--- src/rtl/uart_tx_fifo_top.sv ---
// UART transmit path: FIFO message buffer feeding a framing FSM.
// Ports: clk, rst (sync, active high), wr_en/wr_data (push),
//   full/empty/level (FIFO status), overflow (sticky drop flag),
//   tx_busy (frame in progress), tx_serial (registered line, idle high).
module uart_tx_fifo_top #(
   parameter int CLK_DIV    = 10,
   parameter int DATA_BITS  = 8,
   parameter int FIFO_DEPTH = 16,
   parameter int PARITY     = 0,
   parameter int STOP_BITS  = 1
) (
   input  logic                              clk,
   input  logic                              rst,
   input  logic                              wr_en,
   input  logic [DATA_BITS-1:0]              wr_data,
   output logic                              full,
   output logic                              empty,
   output logic [$clog2(FIFO_DEPTH+1)-1:0]   level,
   output logic                              overflow,
   output logic                              tx_busy,
   output logic                              tx_serial
);

   localparam int AW       = $clog2(FIFO_DEPTH);
   localparam int LW       = $clog2(FIFO_DEPTH + 1);
   localparam int STOP_LEN = STOP_BITS * CLK_DIV;
   localparam int CW       = $clog2(STOP_LEN);
   localparam int BW       = $clog2(DATA_BITS);

   localparam logic [CW-1:0] BIT_LAST  = CW'(CLK_DIV - 1);
   localparam logic [CW-1:0] STOP_LAST = CW'(STOP_LEN - 1);
   localparam logic [BW-1:0] DATA_LAST = BW'(DATA_BITS - 1);
   localparam logic [LW-1:0] DEPTH_L   = LW'(FIFO_DEPTH);

   typedef enum logic [2:0] {
      IDLE,
      START,
      DATA,
      PAR,
      STOP
   } state_t;

   // FIFO storage and bookkeeping
   logic [DATA_BITS-1:0] mem [FIFO_DEPTH];
   logic [AW-1:0]        wr_ptr;
   logic [AW-1:0]        rd_ptr;
   logic [LW-1:0]        count;
   logic                 push;
   logic                 pop;

   // Framing FSM state
   state_t               state, state_n;
   logic [CW-1:0]        baud, baud_n;
   logic [BW-1:0]        bit_idx, bit_n;
   logic [DATA_BITS-1:0] shreg, shreg_n;
   logic [DATA_BITS-1:0] data_q, data_n;
   logic                 tx_q, tx_n;
   logic                 par_bit;

   assign full      = (count == DEPTH_L);
   assign empty     = (count == '0);
   assign level     = count;
   // full is the pre-pop value, so a write while full drops even on a pop
   assign push      = wr_en && !full;
   assign tx_busy   = (state != IDLE);
   assign tx_serial = tx_q;

   // Parity comes from the latched payload, not the FIFO head
   assign par_bit   = (PARITY == 2) ? ~(^data_q) : ^data_q;

   always_ff @(posedge clk) begin
      if (push) begin
         mem[wr_ptr] <= wr_data;
      end
   end

   always_ff @(posedge clk) begin
      if (rst) begin
         wr_ptr   <= '0;
         rd_ptr   <= '0;
         count    <= '0;
         overflow <= 1'b0;
      end else begin
         if (push) begin
            wr_ptr <= wr_ptr + AW'(1);
         end
         if (pop) begin
            rd_ptr <= rd_ptr + AW'(1);
         end
         case ({push, pop})
            2'b10:   count <= count + LW'(1);
            2'b01:   count <= count - LW'(1);
            default: count <= count;
         endcase
         if (wr_en && full) begin
            overflow <= 1'b1;
         end
      end
   end

   always_ff @(posedge clk) begin
      if (rst) begin
         state   <= IDLE;
         baud    <= '0;
         bit_idx <= '0;
         shreg   <= '0;
         data_q  <= '0;
         tx_q    <= 1'b1;
      end else begin
         state   <= state_n;
         baud    <= baud_n;
         bit_idx <= bit_n;
         shreg   <= shreg_n;
         data_q  <= data_n;
         tx_q    <= tx_n;
      end
   end

   // tx_n is the line value for the state being entered,
   // so tx_serial changes on the same edge as the state.
   always_comb begin
      state_n = state;
      baud_n  = baud + CW'(1);
      bit_n   = bit_idx;
      shreg_n = shreg;
      data_n  = data_q;
      tx_n    = tx_q;
      pop     = 1'b0;
      unique case (state)
         IDLE: begin
            baud_n = '0;
            tx_n   = 1'b1;
            if (!empty) begin
               pop     = 1'b1;
               data_n  = mem[rd_ptr];
               shreg_n = mem[rd_ptr];
               bit_n   = '0;
               state_n = START;
               tx_n    = 1'b0;
            end
         end
         START: begin
            if (baud == BIT_LAST) begin
               baud_n  = '0;
               state_n = DATA;
               tx_n    = shreg[0];
            end
         end
         DATA: begin
            if (baud == BIT_LAST) begin
               baud_n = '0;
               if (bit_idx == DATA_LAST) begin
                  if (PARITY != 0) begin
                     state_n = PAR;
                     tx_n    = par_bit;
                  end else begin
                     state_n = STOP;
                     tx_n    = 1'b1;
                  end
               end else begin
                  bit_n   = bit_idx + BW'(1);
                  shreg_n = shreg >> 1;
                  tx_n    = shreg[1];
               end
            end
         end
         PAR: begin
            if (baud == BIT_LAST) begin
               baud_n  = '0;
               state_n = STOP;
               tx_n    = 1'b1;
            end
         end
         STOP: begin
            if (baud == STOP_LAST) begin
               baud_n = '0;
               // back-to-back frames: reload directly, no idle gap
               if (!empty) begin
                  pop     = 1'b1;
                  data_n  = mem[rd_ptr];
                  shreg_n = mem[rd_ptr];
                  bit_n   = '0;
                  state_n = START;
                  tx_n    = 1'b0;
               end else begin
                  state_n = IDLE;
                  tx_n    = 1'b1;
               end
            end
         end
         default: begin
            state_n = IDLE;
            tx_n    = 1'b1;
         end
      endcase
   end

endmodule

--- config.mk ---
export PLATFORM = sky130hd
export DESIGN_NAME = uart_tx_fifo_top
export DESIGN_NICKNAME = d
export VERILOG_FILES = /design/src/rtl/uart_tx_fifo_top.sv
export SDC_FILE = /design/constraint.sdc
export NUM_CORES = 1
export LEC_CHECK = 0
export ABC_CLOCK_PERIOD_IN_PS = 3500
export CORE_AREA = 2 2 108 110
export CTS_BUF_LIST = sky130_fd_sc_hd__clkbuf_8
export CTS_CLUSTER_SIZE = 28
export DETAILED_ROUTE_END_ITERATION = 7
export DIE_AREA = 0 0 110 112
export GPL_TIMING_DRIVEN = 0
export PLACE_DENSITY_LB_ADDON = 0.25
export SLEW_MARGIN = 0
export SYNTH_ARGS = -nofsm -noshare
export SYNTH_HDL_FRONTEND = slang
export SYNTH_SLANG_ARGS = --single-unit
--- constraint.sdc ---
create_clock -name clk -period 3.5 [get_ports clk]
set_clock_uncertainty 0.2 [all_clocks]
set_input_delay 0.875 -clock clk [delete_from_list [all_inputs] [get_ports clk]]
set_output_delay 0.875 -clock clk [all_outputs]
set_load 0.02 [all_outputs]
==> load_flow_metrics.sql <==
INSERT INTO impl_metrics (metric_group, metric, value, unit) VALUES
('setup_path', 'timing.rr.start', 'baud[0]', ''),
('setup_path', 'critical_path_peak_fanout', '7', ''),
('outcome', 'outcome', 'complete, no violations', ''),
('floorplan', 'fp.dieArea', '0.0123', 'mm2'),
('sta', 'highest_clock_frequency_the_design_can_meet', '302', 'MHz'),
('setup_path', 'cp-start-kind', 'flop', ''),
('drt', 'finalWirelength', '13300', 'um'),
('pwr', 'p_per_area', '693', 'mW/mm2'),
('layout', 'antennaDiodeCount', '0', ''),
('placed_design', 'place.port_buffers', '20', ''),
('drt', 'route.detailed.wl_per_inst', '20.8', 'um'),
('pwr', 'comb_power_share', '30.8', '%'),
('yosys', 'ys.flop_type', 'sky130_fd_sc_hd__edfxtp_1', ''),
('layout', 'most-common-layout-cells', 'sky130_fd_sc_hd__edfxtp_1, sky130_fd_sc_hd__nor2_1, sky130_fd_sc_hd__dfxtp_1', ''),
('cts', 'cts-buffers-inserted', '17', ''),
('yosys', 'syn-instance-count', '439', ''),
('sta', 'layout_setup_ws', '0.187', 'ns'),
('setup_path', 'worstPathArrival', '2.24', 'ns'),
('setup_path', 'worstSetupPathType', 'reg2out', ''),
('pwr', 'p_leak', '0.00254', 'uW'),
('setup_path', 'critPathLaunch', 'level[0]', ''),
('setup_path', 'critPathRequiredTime', '2.42', 'ns'),
('sta', 'timing.hold.ws', '0.280', 'ns'),
('floorplan', 'pin_count', '21', ''),
('drt', 'drtPass1Iterations', '7', ''),
('yosys', 'syn_area', '0.00694', 'mm2'),
('yosys', 'synth_area_per_cell', '15.8', 'um2'),
('drt', 'drt-vias-per-instance', '6.20', ''),
('sta', 'pins_over_slew_limit', '0', ''),
('layout', 'final_common_cell', 'sky130_fd_sc_hd__edfxtp_1', ''),
('yosys', 'number_of_nets_in_the_synthesized_netlist', '461', ''),
('pwr', 'vdd_drop_max', '490', 'uV'),
('job', 'maxcap_viol_count', '0', ''),
('drt', 'dr.first_iter.drc_count', '506', ''),
('global_route', 'grt_overflow_total', '0', ''),
('floorplan', 'row_count', '39', ''),
('layout', 'drive_gt1_share', '18.2', '%'),
('placed_design', 'dp_hpwl', '8890', 'um'),
('pwr', 'post-layout-total-power', '5370', 'uW'),
('yosys', 'synth_seq_cells', '165', ''),
('placed_design', 'finalWeightedCongestion', '0.823', ''),
('global_route', 'initial_antenna_violation_count', '0', ''),
('drt', 'route.antenna.remaining_nets', '0', ''),
('cts', 'clockBufferDepth', '2', ''),
('sta', 'final-hold-violation-count', '0', ''),
('cts', 'cts_tree', 'built', ''),
('layout', 'n_fill_cell', '750', ''),
('layout', 'final_core_utilization', '69.3', '%'),
('layout', 'finalNetCount', '503', ''),
('yosys', 'synth-seq-area-share', '66.0', '%'),
('floorplan', 'chipHeight', '112', 'um'),
('floorplan', 'placeableCoreArea', '0.0112', 'mm2'),
('sta', 'min_period_over_period', '94.7', '%'),
('worst_hold_path', 'hold_crit_path_type', 'reg2reg', ''),
('cts', 'clock-root-buffer', 'sky130_fd_sc_hd__clkbuf_8', ''),
('sta', 'worst_slew_margin_rel', '9.50', '%'),
('yosys', 'yosys_warnings', '0', ''),
('layout', 'final_cell_count_no_fill', '637', ''),
('cts', 'ctsHtreeMaxLevel', '4', ''),
('global_route', 'grt_pass1_wl', '20500', 'um'),
('global_route', 'grtUsageTotal', '23.2', '%'),
('yosys', 'async_flop_share', '0', '%'),
('placed_design', 'worst_setup_slack_post_dpl', '-0.499', 'ns'),
('sta', 'rsz0062_at_grt', 'false', ''),
('sta', 'finalSetupViolations', '0', ''),
('setup_path', 'r2r_slack', '0.28', 'ns'),
('drt', 'vias', '3950', ''),
('global_route', 'grt_pass1_vias', '3845', ''),
('floorplan', 'start_util', '62.1', '%'),
('placed_design', 'dp_cells', '602', ''),
('pwr', 'p_clk_share', '24.8', '%');
[area by class of cell]
cell class,count,area (um2),area share (%)
Multi-Input combinational cell,241,2210,28.5
Inverter,6,22.5,0.291
Timing Repair Buffer,23,223,2.87
Tap cell,143,179,2.31
Clock buffer,17,234,3.02
Buffer,27,149,1.92
Clock inverter,15,151,1.95
Sequential cell,165,4580,59.2
[sequential cells by signal, indices dropped and copies added, names as in the netlist, named ones only]
signal and cells:
mem 128, shreg 8, level 5, baud 4, rd_ptr 4, wr_ptr 4, bit_idx 3, state 3
overflow 1, tx_serial 1
[routing by layer]
layer  global-route usage (%)  vias up  wire length (um)
met1                     30.0     1989              5470
met4                     5.74        0               127
li1                         -     1800                 -
met2                     38.4      151              6820
met3                     7.44       10               856
met5                        0        -                 0
[power groups by stage]
stage | Clock (uW) | Combinational [uW] | Sequential, uW
2_1_floorplan | 0 | 1160 | 2430
4_1_cts | 1360 | 1650 | 2380
5_1_grt | 1430 | 1790 | 2400
3_5_place_dp | 0 | 1600 | 2420
3_3_place_gp | 0 | 1560 | 2410
6_report | 1330 | 1650 | 2380
[logic make-up (layout without fill, tap and decap cells)]
| family | Yosys count | after routing | synth area share [%] |
|---|---|---|---|
| buffers and inverters | 33 | 88 | 2.45 |
| multiplexers | 44 | 44 | 14.0 |
| flip-flops | 165 | 165 | 66.0 |
| XOR/XNOR | 10 | 10 | 1.26 |
| AND/OR/NAND/NOR | 123 | 123 | 8.96 |
| adder cells (fa/ha/maj) | 11 | 11 | 1.98 |
| AO/OA/AOI/OAI | 53 | 53 | 5.32 |
[worst max-delay path, cell delays in order (launching register included)]
cell                              delay (ns)
sky130_fd_sc_hd__dfxtp_1                0.42
sky130_fd_sc_hd__or4_4                  0.60
sky130_fd_sc_hd__nor2_1                 0.15
sky130_fd_sc_hd__clkdlybuf4s50_1        0.63
[cell usage after synthesis (6+ instances only)]
cell type                  count  area [um2]
sky130_fd_sc_hd__a21oi_1      15        75.1
sky130_fd_sc_hd__a311oi_1      6        52.6
sky130_fd_sc_hd__buf_2         6        30.0
sky130_fd_sc_hd__clkbuf_1     14        52.6
sky130_fd_sc_hd__dfxtp_1      37         741
sky130_fd_sc_hd__edfxtp_1    128        3840
sky130_fd_sc_hd__ha_1         11         138
sky130_fd_sc_hd__inv_1         6        22.5
sky130_fd_sc_hd__mux4_1        8         210
sky130_fd_sc_hd__mux4_2       32         721
sky130_fd_sc_hd__nand2_1      29         109
sky130_fd_sc_hd__nor2_1       39         146
sky130_fd_sc_hd__nor3_1       17        85.1
sky130_fd_sc_hd__o21ai_0       7        35.0
sky130_fd_sc_hd__xor2_1        7        61.3
[metrics by stage]
step	setup TNS, ns	area (um2)
final	0	7750
after global routing	0	7750
after CTS	0	7730
after detailed placement	-6.83	7320
after global placement	-5.72	7320
after floorplan	0	6940
[final timing paths]
kind                            cells past startpoint       end
worst max-delay path                                3      full
worst min-delay path                                1   baud[0]
worst max register to register                     12  level[4]
worst min register to register                      1   baud[0]
[timing repair]
action                                  in CTS  in global routing
endpoints found under the hold margin        0                  0
endpoints found under the setup margin       1                  1
pin swaps                                    1                  0
hold buffers                                 0                  0
cloned                                       0                  0
buffers inserted                             1                  1
resized for setup                            2                  2
No activity file was read; power rests on OpenSTA's default activity.
